===== src/rtl/corner_coord_emitter.sv =====
// ccem_fifo: generic registered FIFO (storage array plus read/write pointers).
// Latency: a write in cycle N is visible on rd_vld/rd_dat in cycle N+1.
// Backpressure: full is exported, and the writer must not write while it is high.
//   Ports: wr_vld/wr_dat push an entry; rd_vld/rd_rdy/rd_dat pop the head.
module ccem_fifo #(
  parameter int WIDTH = 20,
  parameter int DEPTH = 16
) (
  input  logic             clk,
  input  logic             reset,
  input  logic             wr_vld,
  input  logic [WIDTH-1:0] wr_dat,
  output logic             full,
  output logic             rd_vld,
  input  logic             rd_rdy,
  output logic [WIDTH-1:0] rd_dat
);
  localparam int AW = $clog2(DEPTH);
  localparam logic [AW:0] DEPTH_C = (AW+1)'(DEPTH);

  logic [WIDTH-1:0] mem [DEPTH];
  logic [AW-1:0]    wr_ptr, rd_ptr;
  logic [AW:0]      used;
  logic             do_push, do_pop;

  assign do_push = wr_vld && !full;
  assign do_pop  = rd_vld && rd_rdy;
  assign rd_vld  = (used != '0);
  assign full    = (used == DEPTH_C);
  assign rd_dat  = mem[rd_ptr];

  always_ff @(posedge clk) begin
    if (reset) begin
      wr_ptr <= '0;
      rd_ptr <= '0;
      used   <= '0;
    end else begin
      if (do_push) wr_ptr <= wr_ptr + 1'b1;
      if (do_pop)  rd_ptr <= rd_ptr + 1'b1;
      case ({do_push, do_pop})
        2'b10:   used <= used + 1'b1;
        2'b01:   used <= used - 1'b1;
        default: used <= used;
      endcase
    end
  end

  // The storage array has no reset. The top level gates its outputs with rd_vld.
  always_ff @(posedge clk) begin
    if (do_push) mem[wr_ptr] <= wr_dat;
  end
endmodule

// corner_coord_emitter: turns a corner-detector flag stream into (x,y) coordinates.
// Latency: a qualified corner reaches out_valid one cycle after its beat.
// Backpressure: none toward the detector. When the FIFO is full, the corner is dropped and out_overflow is set.
//   Ports: r_width/r_height/r_max_corners are latched on the in_frame_start pulse.
//   in_valid/in_is_corner carry the detector stream.
//   out_valid/out_ready/out_x/out_y form the FIFO head.
//   out_count, out_truncated and out_overflow report per-frame status.
module corner_coord_emitter #(
  parameter int COORD_BITS = 10,
  parameter int FIFO_DEPTH = 16,
  parameter int DELAY_ROWS = 5,
  parameter int DELAY_COLS = 16,
  parameter int BORDER     = 3
) (
  input  logic                  clk,
  input  logic                  reset,
  input  logic [COORD_BITS-1:0] r_width,
  input  logic [COORD_BITS-1:0] r_height,
  input  logic [15:0]           r_max_corners,
  input  logic                  in_frame_start,
  input  logic                  in_valid,
  input  logic                  in_is_corner,
  output logic                  out_valid,
  input  logic                  out_ready,
  output logic [COORD_BITS-1:0] out_x,
  output logic [COORD_BITS-1:0] out_y,
  output logic [15:0]           out_count,
  output logic                  out_truncated,
  output logic                  out_overflow
);
  typedef enum logic [1:0] {S_IDLE, S_SKIP, S_ACTIVE, S_DONE} state_t;

  state_t                state, state_nxt;
  logic [COORD_BITS-1:0] width_q, height_q, cx, cy;
  logic [15:0]           max_q, count_q;
  logic [31:0]           skip_q, skip_load;
  logic                  trunc_q, ovf_q;
  logic                  beat_act, cx_wrap, last_beat, qualify, push, fifo_full;
  logic [COORD_BITS:0]   cx_e, cy_e, w_e, h_e, bord_e;
  logic [2*COORD_BITS-1:0] head_dat;
  logic                  head_vld;

  // This is the number of detector beats emitted before pixel (0,0) reaches the stream.
  assign skip_load = 32'(DELAY_ROWS) * 32'(r_width) + 32'(DELAY_COLS);

  // Widen by one bit so that the border compare cannot wrap for small images.
  assign cx_e   = {1'b0, cx};
  assign cy_e   = {1'b0, cy};
  assign w_e    = {1'b0, width_q};
  assign h_e    = {1'b0, height_q};
  assign bord_e = (COORD_BITS+1)'(BORDER);

  assign beat_act  = (state == S_ACTIVE) && in_valid && !in_frame_start;
  assign cx_wrap   = (cx_e + 1'b1 == w_e);
  assign last_beat = cx_wrap && (cy_e + 1'b1 == h_e);
  assign qualify   = beat_act && in_is_corner &&
                     (cx_e >= bord_e) && (cx_e + bord_e < w_e) &&
                     (cy_e >= bord_e) && (cy_e + bord_e < h_e);
  // The full check uses pre-pop occupancy: a pop in the same cycle does not make room.
  assign push      = qualify && (count_q != max_q) && !fifo_full;

  always_ff @(posedge clk) begin
    if (reset) state <= S_IDLE;
    else       state <= state_nxt;
  end

  always_comb begin
    state_nxt = state;
    if (in_frame_start) begin
      state_nxt = (skip_load == 32'd0) ? S_ACTIVE : S_SKIP;
    end else begin
      case (state)
        S_SKIP:   if (in_valid && skip_q == 32'd1) state_nxt = S_ACTIVE;
        S_ACTIVE: if (beat_act && last_beat)       state_nxt = S_DONE;
        default:  state_nxt = state;
      endcase
    end
  end

  always_ff @(posedge clk) begin
    if (reset) begin
      width_q  <= '0;
      height_q <= '0;
      max_q    <= '0;
      skip_q   <= '0;
      cx       <= '0;
      cy       <= '0;
      count_q  <= '0;
      trunc_q  <= 1'b0;
      ovf_q    <= 1'b0;
    end else if (in_frame_start) begin
      width_q  <= r_width;
      height_q <= r_height;
      max_q    <= r_max_corners;
      skip_q   <= skip_load;
      cx       <= '0;
      cy       <= '0;
      count_q  <= '0;
      trunc_q  <= 1'b0;
      ovf_q    <= 1'b0;
    end else begin
      if (state == S_SKIP && in_valid && skip_q != 32'd0) skip_q <= skip_q - 32'd1;
      if (beat_act) begin
        if (cx_wrap) begin
          cx <= '0;
          cy <= cy + 1'b1;
        end else begin
          cx <= cx + 1'b1;
        end
      end
      if (qualify) begin
        if (count_q == max_q) trunc_q <= 1'b1;
        else if (fifo_full)   ovf_q   <= 1'b1;
        else                  count_q <= count_q + 16'd1;
      end
    end
  end

  ccem_fifo #(
    .WIDTH (2*COORD_BITS),
    .DEPTH (FIFO_DEPTH)
  ) u_fifo (
    .clk    (clk),
    .reset  (reset),
    .wr_vld (push),
    .wr_dat ({cx, cy}),
    .full   (fifo_full),
    .rd_vld (head_vld),
    .rd_rdy (out_ready),
    .rd_dat (head_dat)
  );

  assign out_valid     = head_vld;
  assign out_x         = head_vld ? head_dat[2*COORD_BITS-1:COORD_BITS] : '0;
  assign out_y         = head_vld ? head_dat[COORD_BITS-1:0]            : '0;
  assign out_count     = count_q;
  assign out_truncated = trunc_q;
  assign out_overflow  = ovf_q;
endmodule


===== config.mk =====
export PLATFORM = sky130hd
export DESIGN_NAME = corner_coord_emitter
export DESIGN_NICKNAME = d
export VERILOG_FILES = /design/src/rtl/corner_coord_emitter.sv
export SDC_FILE = /design/constraint.sdc
export NUM_CORES = 1
export LEC_CHECK = 0
export CAP_MARGIN = 20
export CORE_MARGIN = 2
export CORE_UTILIZATION = 40
export CTS_CLUSTER_DIAMETER = 40
export CTS_CLUSTER_SIZE = 16
export DETAILED_ROUTE_END_ITERATION = 6
export PLACE_DENSITY_LB_ADDON = 0.12
export SLEW_MARGIN = 20
export SYNTH_ARGS = -nofsm -noshare
export SYNTH_HDL_FRONTEND = slang
export SYNTH_SLANG_ARGS = --single-unit

===== constraint.sdc =====
create_clock -name clk -period 5.1 [get_ports clk]
set_input_delay 0.765 -clock clk [delete_from_list [all_inputs] [get_ports clk]]
set_output_delay 0.765 -clock clk [all_outputs]
set_load 0.01 [all_outputs]

# Word-level counts from Yosys, hierarchy flattened
# Memory sizes are Yosys's and may differ from the RTL's. A register that Yosys moved wholly into a read port is not among the register bits.
# Index checks and enable logic that the tools add are counted.
# op_classes
n_addsub,13
multipliers,1
magnitude_cmp,4
eq_ne,12
muxes,15
bitwise,2
n_reduce_logical,30
# op_table
op,count
32-bit two-way mux,2
"32-bit by 1-bit == test with 1-bit output, second input constant",1
32-bit logical NOT,1
32-bit nonzero test,1
"32-bit by 1-bit subtractor with 32-bit output, second input constant",1
10-bit two-way mux,3
"10-bit by 1-bit adder with 11-bit output, second input constant",2
"10-bit by 2-bit adder with 11-bit output, second input constant",2
11-bit by 10-bit == test with 1-bit output,2
11-bit by 10-bit < comparator with 1-bit output,2
"10-bit by 1-bit adder with 10-bit output, second input constant",2
"10-bit by 2-bit greater-or-equal comparator with 1-bit output, second input constant",2
"16-bit by 1-bit adder with 16-bit output, second input constant",1
16-bit == test,1
1-bit logical AND,16
16-bit inequality test,1
"13-bit by 5-bit adder with 14-bit output, second input constant",1
"3-bit by 10-bit multiplier with 13-bit output, first input constant",1
5-bit one-hot mux with 2 select lines,1
3-bit AND reduction,3
"4-bit by 1-bit adder with 4-bit output, second input constant",2
2-bit two-way mux,4
4-bit two-way mux,2
"5-bit by 1-bit adder with 5-bit output, second input constant",1
15 further kinds,22
# word_totals
register_bits,121
ramBits,320
input_bits,42
out_inout_bits,39
elab_cells,91
n_memories,1
# memory_table
name,depth,width,rd,rd_ports_with_merged_regs,wr,line_no,text
u_fifo.mem,16,20,1,1,1,21,logic [WIDTH-1:0] mem [DEPTH];

# Longest topological paths before layout
# logic_depth
depth_word,13
mapped_depth,27
ltp_nobuf,22

# By module
# A second synthesis with hierarchy kept.
# unflattened
hier_cells,1374
hier_area_um2,19771.5
# modules_own_cells
module,instances,cells_each,area_per_inst_um2,seq_area_each_um2
ccem_fifo,1,560,12903.6,9949.5
corner_coord_emitter,1,814,6867.8,2162.1

# Worst setup path after synthesis
# No wires, ideal clock.
# synth_path
kind,register to register
startpoint,register cx[0]
endpoint,register u_fifo.used[4]
setup_ns,0.133
arrival_time_ns,4.989
required_ns,4.967
slack_ns,-0.022
path_stages_with_launch,27
n_path_buf,4
synth_period_minus_slack_ns,5.122
cell_sequence,dfxtp_1 inv_1 ha_1 nor3_1 xor2_1 ha_1 a21o_1 a2111oi_2 o2111ai_1 a311oi_1 o21a_1 and4_1 buf_4 inv_2 buf_2 buf_2 ha_1 clkbuf_1 xor2_1 ha_1 a21oi_1 nor2b_1 o21ai_0 a21oi_1 a311oi_1 or3_1 a21oi_1
# synth_via
elab_chain_cells,10
word_cells_on_any_way,14
classes_between,add/sub: 1; order compare: 2; eq/ne: 2; mux: 1; reduce/logical: 8
# synth_rtl
element,line_no,text
start: declaration,87,"logic [COORD_BITS-1:0] width_q, height_q, cx, cy;"
start signal: assignment,161,cx <= cx + 1'b1;
10-bit by 2-bit adder with 11-bit output / 10-bit by 2-bit greater-or-equal comparator with 1-bit output (equally long branches),110,(cx_e >= bord_e) && (cx_e + bord_e < w_e) &&
11-bit by 10-bit < comparator with 1-bit output / 1-bit logical AND (equally long branches),"110, 109",
1-bit logical AND (*) (2 in series),110,
1-bit logical AND (*),111,(cy_e >= bord_e) && (cy_e + bord_e < h_e);
1-bit logical AND (*) (2 in series),113,assign push = qualify && (count_q != max_q) && !fifo_full;
1-bit logical AND (*),26,assign do_push = wr_vld && !full;
2-bit by 1-bit == test with 1-bit output / 2-bit == test (equally long branches),40,"case ({do_push, do_pop})"
5-bit one-hot mux with 2 select lines / 2-bit nonzero test (equally long branches),--,
end signal: assignment,41,2'b10: used <= used + 1'b1;
end signal: assignment,42,2'b01: used <= used - 1'b1;
end signal: assignment,43,default: used <= used;
end: declaration,23,logic [AW:0] used;
# Every way passes the cells marked *; elsewhere a longest branch is shown, timed or not.
# A chain may end at the register's enable or synchronous reset.

# Worst setup path in the final report
# Same ends and word-level chain as after synthesis.

==> reports/metrics.yaml <==
status:
  status: "finished clean"
routing:
  via_per_inst: 5.26
  drtIter0Drc: 769
  num_vias: 11800
  ant_nets: 0
  wl_um: 46800
  dr.pass1.iters: 5
  avgRoutedWirePerCell_um: 20.9
  drc_errors: 0
final_layout:
  area_delta_synth_final_pct: 20.3
  register_area_sq_um: 12100
  fillCellCount: 4307
  nets: 1618
  drive_gt1_frac: 0.182
  final_cell_mix: "edfxtp_1, nor2_1, dfxtp_1"
  utilization: 0.487
  multi_input_area_sq_um: 7240
  final_common_cell: "edfxtp_1"
min_path:
  worst_hold_path_type: "primary input to flip-flop"
  min_path_cells: 2
placement:
  hpwl_um: 27800
  port-buffer-count: 80
  finalWeightedCongestion: 0.797
  dp_slack_ps: 345
yosys:
  synthArstFlopShare: 0
  synth_top_family_by_area: "multiplexers"
  synth_edf_count: 320
  ys_warn_count: 0
  yosys.area_share.adder: 0.0381
  synth-compound-area-share: 0.0444
  muxShareOfSynthArea: 0.135
  synth.distinct_cells: 67
  syn_avg_cell_area_sq_um: 14.2
  synth_cells: 1393
  synthSimpleGateAreaFrac: 0.102
  synth-main-ff-cell: "edfxtp_1"
  synth-seq-cells: 445
  synth.cell_area_sq_um: 19800
  synth-seq-area-share: 0.612
  synth_nets: 1494
  yosys.area_share.xor_xnor: 0.0452
die:
  start_util: 0.405
  die_h_um: 226
  io_pins: 81
  rows: 81
  die_x_um: 226
  fp.dieArea_sq_um: 51300
  core_sq_um: 48800
power_and_ir_drop:
  p_per_area_nw_per_um2: 365
  ir_drop_mv: 0.230
  leakage_nw: 8.60
  total_power_mw: 8.69
cts:
  cts_root_buf: "clkbuf_16"
  numCtsBuffers: 67
  clk_pin_slew_ps: 50
  cts_max_level: 3
  cts.hold.buffers_added: 0
  cts_sinks: 445
  clock_path_buffers: 3
  cts_tree: "built"
  clock_latency_ps: 590
timing:
  finalHoldViolCount: 0
  tightest_slew_ps: 1050
  rsz0062_at_grt: "false"
  finalMaxSlewViolations: 0
  fin_skew_ps: 22.1
  setup_tns_ps: 0
  holdWs_ps: 435
  finalSetupViolations: 0
  period_share: 0.915
  fmax_ghz: 0.214
  max_slew_margin: 0.289
  setup_slack_ps: 432
  layout_min_cycle_time_ps: 4670
global_route:
  antenna_found_initial: 3
  first_global_vias: 11800
  grt_usage: 0.187
  grt_max_degree: 70
  overflow: 0
  grt_pass1_wl_um: 71300
worst_setup_path:
  worstRegToRegCells: 22
  required_ps: 5530
  critical-path-slowest-cell: "o21ai_0"
  end_kind: "flip-flop"
  crit_chain: "buf_4, o21ai_0, nor2_1, xor2_1, ha_1, a21o_1, a2111oi_2, o2111ai_1, a311oi_1, o21a_1, and4_1, inv_2, ha_1, xor2_1, ha_1, a21oi_1, nor2b_1, o21ai_0, a21oi_1, a311oi_1, or3_1, a21oi_1"
  cp_max_fo: 23
  max_stage_delay_ps: 390
  timing_worst_setup_path_type: "flip-flop to flip-flop"
  arrival_ps: 5090
  crit_path_start_kind: "flip-flop"
job:
  maxCapViolations: 0
stage by stage:
| stage | std cells | instance area [sq um] |
|---|---|---|
| floorplan | 1393 | 19800 |
| global placement | 2112 | 21500 |
| detailed placement | 2112 | 21500 |
| CTS | 2234 | 23800 |
| global route | 2234 | 23800 |
| finish | 2236 | 23800 |
report_power, final:
part	internal (mW)	switching (mW)	leakage (nW)
Clock	2.79	1.71	1.09
Sequential	3.86	0.0290	4.35
Combinational	0.138	0.162	3.15
Total	6.79	1.90	8.60
final timing paths:
check	slack, ps	from	to
worst min register to register	470	out_truncated$_SDFFE_PP0P_	out_truncated$_SDFFE_PP0P_
worst min-delay path	440	in_frame_start	skip_q[6]$_SDFFE_PP0P_
worst max-delay path	430	cx[0]$_SDFFE_PP0P_	u_fifo.used[4]$_SDFFE_PP0P_
worst max register to register	430	cx[0]$_SDFFE_PP0P_	u_fifo.used[4]$_SDFFE_PP0P_
registers in the layout, summed over array words and instances (netlist names), named ones only:
register and flops:
state 2, height_q 10, max_q 16, u_fifo.wr_ptr 4
cx 10, u_fifo.mem 320, u_fifo.used 5, cy 10
skip_q 32, out_count 16, out_truncated 1, width_q 10
u_fifo.rd_ptr 4, out_overflow 1
synthesized netlist by cell type (3+ instances only):
library cell / number / area, sq um
ha_1: 57 / 713
nor2b_1: 33 / 206
dfxtp_1: 125 / 2500
nand3_1: 22 / 110
a21o_1: 3 / 22.5
buf_1: 11 / 41.3
nand4b_1: 3 / 26.3
nand2_1: 58 / 218
a21oi_1: 48 / 240
nand4_1: 12 / 75.1
nand3b_1: 5 / 37.5
a311oi_1: 3 / 26.3
a211oi_1: 11 / 82.6
xor2_1: 56 / 490
or4_1: 6 / 45.0
xnor2_1: 46 / 403
o31ai_1: 5 / 37.5
and2_1: 7 / 43.8
clkbuf_1: 53 / 199
o31a_1: 3 / 26.3
o21a_1: 9 / 67.6
nor4_1: 19 / 119
and3_1: 20 / 125
mux4_2: 100 / 2250
a31oi_1: 3 / 18.8
nand2b_1: 4 / 25.0
o21ai_0: 37 / 185
or3_1: 17 / 106
nor3b_1: 6 / 45.0
and4_1: 4 / 35.0
buf_2: 8 / 40.0
edfxtp_1: 320 / 9610
nor2_1: 128 / 480
inv_1: 41 / 154
nor3_1: 25 / 125
o211ai_1: 3 / 22.5
mux2i_1: 41 / 410
per-layer routing:
metal | routed length (um) | track usage | vias up
met5 | 12 | 0 | -
met4 | 1000 | 0.0522 | 2
met3 | 1750 | 0.0365 | 89
met2 | 23000 | 0.311 | 191
met1 | 21100 | 0.250 | 5933
li1 | - | - | 5548
cell families after synthesis:
group | after synthesis
DFF | 445
AOI/OAI and AO/OA | 142
xor gates and xnor gates | 102
muxes | 142
adders and majority gates | 59
and+or+nand+nor | 386
buffers and inverters | 117
worst max-delay path: cells and delay by family (launching register included):
family / cells / cell delay [ps]
buffers and inverters: 2 / 250
flip-flops: 1 / 310
adder cells (fa/ha/maj): 3 / 650
AO/OA/AOI/OAI: 11 / 2380
XOR/XNOR: 2 / 330
AND/OR/NAND/NOR: 4 / 580
timing repair:
action	in CTS	in global routing
hold endpoints to repair	0	0
buffers inserted	0	0
gates resized for setup	0	1
setup endpoints to repair	0	1
final cells by class:
type                       instances  share of cell area
antenna                            2            0.000210
clock buffer                      77              0.0760
clock inverter                    45              0.0181
inverter                          43             0.00678
multi-input combinational        831               0.304
sequential                       445               0.510
tap                              664              0.0349
timing repair buffer             129              0.0503
(Power assumes the default switching activity.)
